### config.mk
export PLATFORM = sky130hd
export DESIGN_NAME = nibble_serial_adder
export DESIGN_NICKNAME = d
export VERILOG_FILES = /design/src/rtl/nibble_serial_adder.sv
export SDC_FILE = /design/constraint.sdc
export NUM_CORES = 1
export LEC_CHECK = 0
export CORE_UTILIZATION = 28
export DETAILED_ROUTE_END_ITERATION = 16
export MAX_ROUTING_LAYER = met4
export SLEW_MARGIN = 20
export SYNTH_ARGS = -nofsm -noshare
export SYNTH_HDL_FRONTEND = slang
export SYNTH_SLANG_ARGS = --single-unit
### constraint.sdc
create_clock -name clk -period 1.4 [get_ports clk]
set_input_delay 0.21 -clock clk [delete_from_list [all_inputs] [get_ports clk]]
set_output_delay 0.21 -clock clk [all_outputs]
set_load 0.01 [all_outputs]
### src/rtl/nibble_serial_adder.sv
// Multi-cycle add/subtract unit: one 4-bit carry-lookahead slice reused across
// WIDTH/4 clock cycles, with the inter-nibble carry held in a register.

module cla (
    input  logic [3:0] a,
    input  logic [3:0] b,
    input  logic       cin,
    output logic [3:0] sum,
    output logic       cout
);

    logic [3:0] g;
    logic [3:0] p;
    logic [4:0] c;

    always_comb begin
        g    = a & b;
        p    = a ^ b;
        c[0] = cin;
        c[1] = g[0] | (p[0] & cin);
        c[2] = g[1] | (p[1] & g[0]) | (p[1] & p[0] & cin);
        c[3] = g[2] | (p[2] & g[1]) | (p[2] & p[1] & g[0])
             | (p[2] & p[1] & p[0] & cin);
        c[4] = g[3] | (p[3] & g[2]) | (p[3] & p[2] & g[1])
             | (p[3] & p[2] & p[1] & g[0]) | (p[3] & p[2] & p[1] & p[0] & cin);
        sum  = p ^ c[3:0];
        cout = c[4];
    end

endmodule

module nibble_serial_adder #(
    parameter int unsigned WIDTH = 16
) (
    input  logic             clk,
    input  logic             rst_n,
    input  logic             in_valid,
    output logic             in_ready,
    input  logic [WIDTH-1:0] a,
    input  logic [WIDTH-1:0] b,
    input  logic             cin,
    input  logic             sub,
    output logic             out_valid,
    input  logic             out_ready,
    output logic [WIDTH-1:0] sum,
    output logic             cout,
    output logic             overflow
);

    localparam int unsigned N  = WIDTH / 4;
    localparam int unsigned CW = (N > 1) ? $clog2(N) : 1;

    if ((WIDTH % 4 != 0) || (WIDTH < 4)) begin : g_width_check
        $error("nibble_serial_adder: WIDTH must be a multiple of 4 and >= 4");
    end

    typedef enum logic [1:0] {
        IDLE = 2'd0,
        RUN  = 2'd1,
        DONE = 2'd2
    } state_t;

    state_t state;
    state_t state_next;

    logic [WIDTH-1:0] op_a;
    logic [WIDTH-1:0] op_b;
    logic [WIDTH-1:0] res;
    logic [WIDTH-1:0] res_next;
    logic             carry;
    logic [CW-1:0]    cnt;
    logic             sign_a;
    logic             sign_b;
    logic             accept;
    logic             last_slice;
    logic [3:0]       slice_sum;
    logic             slice_cout;

    cla u_cla (
        .a    (op_a[3:0]),
        .b    (op_b[3:0]),
        .cin  (carry),
        .sum  (slice_sum),
        .cout (slice_cout)
    );

    assign accept     = (state == IDLE) && in_valid;
    assign last_slice = (cnt == CW'(N - 1));

    // Result fills from the top so the first (least significant) nibble ends
    // up at bit 0 after N shifts; written this way to stay legal for WIDTH=4.
    always_comb begin
        res_next             = res >> 4;
        res_next[WIDTH-1 -: 4] = slice_sum;
    end

    always_ff @(posedge clk or negedge rst_n) begin
        if (!rst_n) begin
            state <= IDLE;
        end else begin
            state <= state_next;
        end
    end

    always_comb begin
        state_next = state;
        case (state)
            IDLE:    if (in_valid)   state_next = RUN;
            RUN:     if (last_slice) state_next = DONE;
            DONE:    if (out_ready)  state_next = IDLE;
            default: state_next = IDLE;
        endcase
    end

    always_comb begin
        in_ready  = (state == IDLE);
        out_valid = (state == DONE);
        sum       = '0;
        cout      = 1'b0;
        overflow  = 1'b0;
        if (state == DONE) begin
            sum      = res;
            cout     = carry;
            overflow = (sign_a == sign_b) && (res[WIDTH-1] != sign_a);
        end
    end

    always_ff @(posedge clk or negedge rst_n) begin
        if (!rst_n) begin
            op_a   <= '0;
            op_b   <= '0;
            res    <= '0;
            carry  <= 1'b0;
            cnt    <= '0;
            sign_a <= 1'b0;
            sign_b <= 1'b0;
        end else if (accept) begin
            op_a   <= a;
            op_b   <= sub ? ~b : b;
            carry  <= sub ? 1'b1 : cin;
            sign_a <= a[WIDTH-1];
            sign_b <= sub ? ~b[WIDTH-1] : b[WIDTH-1];
            cnt    <= '0;
        end else if (state == RUN) begin
            op_a  <= op_a >> 4;
            op_b  <= op_b >> 4;
            res   <= res_next;
            carry <= slice_cout;
            cnt   <= cnt + CW'(1);
        end
    end

endmodule

# Word-level counts from Yosys, hierarchy flattened
# Cells that the tools add are included.
classes:
  eq_ne: 8
  n_bitwise: 32
  mux: 18
  add_sub_neg: 1
  reduce_logical: 6
op_table:
  columns: ["op", "n"]
  rows:
  - ["$mux W16", 6]
  - ["$and A1 B1 Y1", 16]
  - ["$not A16 Y16", 1]
  - ["$mux W2", 5]
  - ["$or A1 B1 Y1", 10]
  - ["$xor A4 B4 Y4", 2]
  - ["$mux W1", 6]
  - ["$pmux W2 S3", 1]
  - ["$and A4 B4 Y4", 1]
  - ["$eq A2 B2 Y1 const B", 2]
  - ["$ne A2 B2 Y1 const B", 2]
  - ["$reduce_and A3 Y1", 1]
  - ["$add A2 B1 Y2 const B", 1]
  - ["$eq A2 B1 Y1 const B", 1]
  - ["$logic_and A1 B1 Y1", 2]
  - ["$logic_not A2 Y1", 1]
  - ["$ne A2 B1 Y1 const B", 1]
  - ["$not A1 Y1", 2]
  - ["$reduce_and A2 Y1", 1]
  - ["$reduce_bool A2 Y1", 1]
  - ["$eq A1 B1 Y1", 1]
  - ["$ne A1 B1 Y1", 1]
word_totals:
  register_bits: 55
  wordCells: 73
  input_bits: 38

# Longest topological paths before layout
logic_depth:
  ltp_word: 8
  ltp_mapped: 6
  ltp_nobuf: 4

# Cells and area by module
# From an unflattened synthesis, not the netlist that was laid out.
hier_totals:
  hier_cells: 287
  hier_area_um2: 2670.1
by_module_without_submodules:
  columns: ["module", "n_inst", "cells_each", "area_per_inst_um2"]
  rows:
  - ["nibble_serial_adder", 1, 270, 2522.4]
  - ["cla", 1, 17, 147.6]

# Worst setup path before layout
# No wires, ideal clock.
synth_timing:
  kind: "register to register"
  start: "register op_a[0]"
  end: "register carry"
  t_required_ns: 1.276
  stages_incl_launch_ff: 5
  arrival_ns: 1.393
  setup_slack_ns: -0.117
  setup_ns: 0.124
  synth_period_minus_slack_ns: 1.517
  path_cell_list: "dfrtp_1 > ha_1 > a211oi_1 > o21ai_0 > a211o_1"
synth_via:
  elab_chain_cells: 6
synth_rtl:
  columns: ["item", "line", "text"]
  rows:
  - ["start: declaration", "66", "logic [WIDTH-1:0] op_a;"]
  - ["start signal: assignment", "145", "op_a <= op_a >> 4;"]
  - ["$and A4 B4 Y4 or $xor A4 B4 Y4 (tied branches)", "17, 18", null]
  - ["$and A1 B1 Y1", "25", "| (p[3] & p[2] & p[1] & g[0]) | (p[3] & p[2] & p[1] & p[0] & cin);"]
  - ["$or A1 B1 Y1 or $and A1 B1 Y1 (tied branches)", "25", null]
  - ["$or A1 B1 Y1 *", "25", null]
  - ["$mux W1 *", "144", "end else if (state == RUN) begin"]
  - ["$mux W1 *", "137", "end else if (accept) begin"]
  - ["end signal: assignment", "140", "carry <= sub ? 1'b1 : cin;"]
  - ["end signal: assignment", "148", "carry <= slice_cout;"]
  - ["end: declaration", "70", "logic carry;"]
# Mark *: on every way between the ends. The rest lies on a longest branch, timed or not. The select of a mux whose other input is x is not followed.
# A chain may end at the register's enable or synchronous reset.

# Final worst setup path
layout_timing:
  start: "register state[0]"
  end: "output cout"
layout_via:
  elab_chain_cells: 2
layout_rtl:
  columns: ["item", "line", "text"]
  rows:
  - ["start: declaration", "63", "state_t state;"]
  - ["start signal: assignment", "101", "state <= state_next;"]
  - ["$eq A2 B2 Y1", "121", "if (state == DONE) begin"]
  - ["$mux W1", "121", null]
  - ["end: declaration", "46", "output logic cout,"]
# Every way passes these cells.

==> flow_summary.json <==
{
  "status": "finished, violations left",
  "violations": "negative setup slack",
  "ys_seq_area_share_pct": 50.8,
  "syn2layout_area_growth_pct": 49.9,
  "core_um2": 9330,
  "rsz0062_at_grt": "true",
  "drtIter0Drc": 98,
  "routed_wl_um": 6380,
  "syn_nets": 333,
  "critPathCaptureType": "output pin",
  "worstPathMaxFanout": 7,
  "diodes": 0,
  "initial_core_util_pct": 29.0,
  "yosysWarnings": 0,
  "grt_usage_pct": 13.6,
  "cp_top_family": "flip-flops",
  "final-max-slew-violation-count": 0,
  "fin_crit_sh_pct": 114,
  "numClockSinks": 55,
  "worst_hold_path_type": "primary input to async pin",
  "grt_pass1_vias": 2196,
  "h-tree-depth": 2,
  "gp_congestion": 0.810,
  "fmax_mhz": 625,
  "fp.dieH_um": 100,
  "worstPathCellList": "nor2b_4 -> buf_6 -> buf_6 -> and2_4 -> buf_6",
  "drive_gt1_share_pct": 32.4,
  "grt_max_degree": 32,
  "dieWidth_um": 100,
  "hold_viol_final": 0,
  "r2r_slack_ns": -0.09,
  "overflow": 0,
  "yosys.cell_types.count": 36,
  "holdWs_ns": 0.353,
  "dp.cells": 480,
  "cp_num_cells": 5,
  "synth_cells": 289,
  "vias_per_cell": 4.54,
  "cp.required_ns": 1.19,
  "slew_headroom_pct": 75.1,
  "portBuffers": 57,
  "rr_worst_depth": 5,
  "cts_tree": "built",
  "fin_util_pct": 43.5,
  "nets": 417,
  "setup.worst_path.start_class": "flop",
  "clock_latency_ns": 0.31,
  "drv_cap": 0,
  "wire_per_inst_um": 12.7,
  "worst_slack_ns": -0.200,
  "power.density_nw_per_um2": 1940,
  "p_leak_uw": 0.00189,
  "layout_common_cells": "nand2_1 (85), dfrtp_1 (54), clkdlybuf4s50_1 (36)",
  "cp-endpoint": "cout",
  "reg2reg_from": "state[0]",
  "antenna_left": 0,
  "vdd_drop_max_mv": 0.776,
  "final_common_cell": "nand2_1",
  "ys_ff_latch": 55,
  "crit_path_max_incr_delay_ns": 0.42,
  "fin_skew_ns": 0.0108,
  "reg2reg_to": "op_b[0]",
  "crit_slowest_cell": "dfrtp_1",
  "syn_area_per_cell_um2": 9.37,
  "critical_path_buf_inv_count": 3,
  "numCtsBuffers": 5,
  "num_io_pins": 58,
  "fin_crit_ns": 1.60,
  "grt_pass1_wl_um": 10400,
  "dpl.hpwl_um": 4260,
  "design.die.area_um2": 10100,
  "fin_cells": 502,
  "antenna_found_initial": 0,
  "clk_path_buf_depth": 2,
  "cp.arrival_ns": 1.39,
  "tightest_slew_ns": 0.374,
  "netlist_area_um2": 2710,
  "rows": 35,
  "crit_start": "state[0]",
  "fillers": 932,
  "cts_root_buf": "clkbuf_8",
  "num_vias": 2280,
  "drc_errors": 0,
  "crit_top_cell": "buf_6",
  "worstSetupPathType": "flop to output pin",
  "firstDrtPassIters": 4,
  "path_clk_slew_ns": 0.10,
  "setup-violations-final": 49
}
## timing repair
item / CTS / global route
setup buffers: 3 / 5
setup endpoints to repair: 41 / 47
pin swaps: 11 / 31
hold endpoints to repair: 13 / 0
resized for setup: 110 / 75
hold buffers: 1 / 0
cloned: 4 / 3
## per-layer routing
layer / up-vias / wire length [um] / track usage, %
li1: 1135 / - / -
met1: 1086 / 2960 / 17.6
met2: 51 / 3060 / 21.4
met3: 8 / 274 / 2.51
met4: 0 / 79 / 4.35
met5: - / 0 / -
## flip-flops by register name (all words and copies together) (netlist names)
| signal | count |
|---|---|
| sign_a | 1 |
| state | 2 |
| carry | 1 |
| sign_b | 1 |
| op_a | 16 |
| cnt | 2 |
| res | 16 |
| op_b | 16 |
## worst min path at each step
stage / to / slack, ns / startpoint / depth (start not counted)
CTS: op_a[6] / 0.35 / rst_n / 2
finish: res[1] / 0.35 / rst_n / 2
global placement: res[1] / 0.16 / rst_n / 1
detailed placement: res[1] / 0.14 / rst_n / 1
global route: op_a[6] / 0.38 / rst_n / 2
floorplan: carry / -0.09 / rst_n / 0
## Yosys cell counts (all sizes together)
cell type  number  area [um2]
nand2          88         330
dfrtp          55        1380
and2           17         106
nor2           14        52.6
buf            13        88.8
a22oi          12        90.1
o21ai          12        60.1
xnor2          12         105
a221o           9        90.1
nand3           9        45.0
clkbuf          7        27.5
inv             6        22.5
ha              5        62.6
xor2            5        43.8
a31oi           3        18.8
a211oi          2        15.0
a21oi           2        10.0
a22o            2        17.5
nand2b          2        20.0
nor2b           2        12.5
a211o           1        8.76
a21boi          1        7.51
a21o            1        7.51
fa              1        20.0
nand3b          1        7.51
nor3            1        5.00
nor3b           1        12.5
nor4bb          1        10.0
o2111ai         1        8.76
o21bai          1        7.51
or3b            1        11.3
or4             1        7.51
## power by group
| part | switching (uW) | internal, uW |
|---|---|---|
| registers | 499 | 2300 |
| logic | 2010 | 2020 |
| clock network | 513 | 523 |
## cell type report
type	instances	area, um2	area share, %
Timing Repair Buffer	94	958	23.6
Sequential cell	55	1380	33.9
Clock buffer	5	68.8	1.69
Inverter	6	22.5	0.555
Tap cell	129	161	3.98
Multi-Input combinational cell	211	1430	35.3
Clock inverter	2	37.5	0.925
## logic make-up after synthesis
group	synth area share, %
buffers and inverters	5.13
AOI/OAI and AO/OA	12.6
xor gates and xnor gates	5.50
DFF	50.8
adders and majority gates	3.05
and+or+nand+nor	22.9
## per-stage QoR
stage          power [uW]  setup TNS, ns  cell area [um2]  worst slack [ns]
2_1_floorplan        4810              0             2710            0.0125
3_3_place_gp         5790          -8.49             3540            -0.248
3_5_place_dp         5880          -9.90             3540            -0.261
4_1_cts              7230          -3.28             3750            -0.190
5_1_grt              8520          -7.46             4060            -0.253
6_report             7870          -4.58             4060            -0.200
No activity file was read; power rests on OpenSTA's default activity.
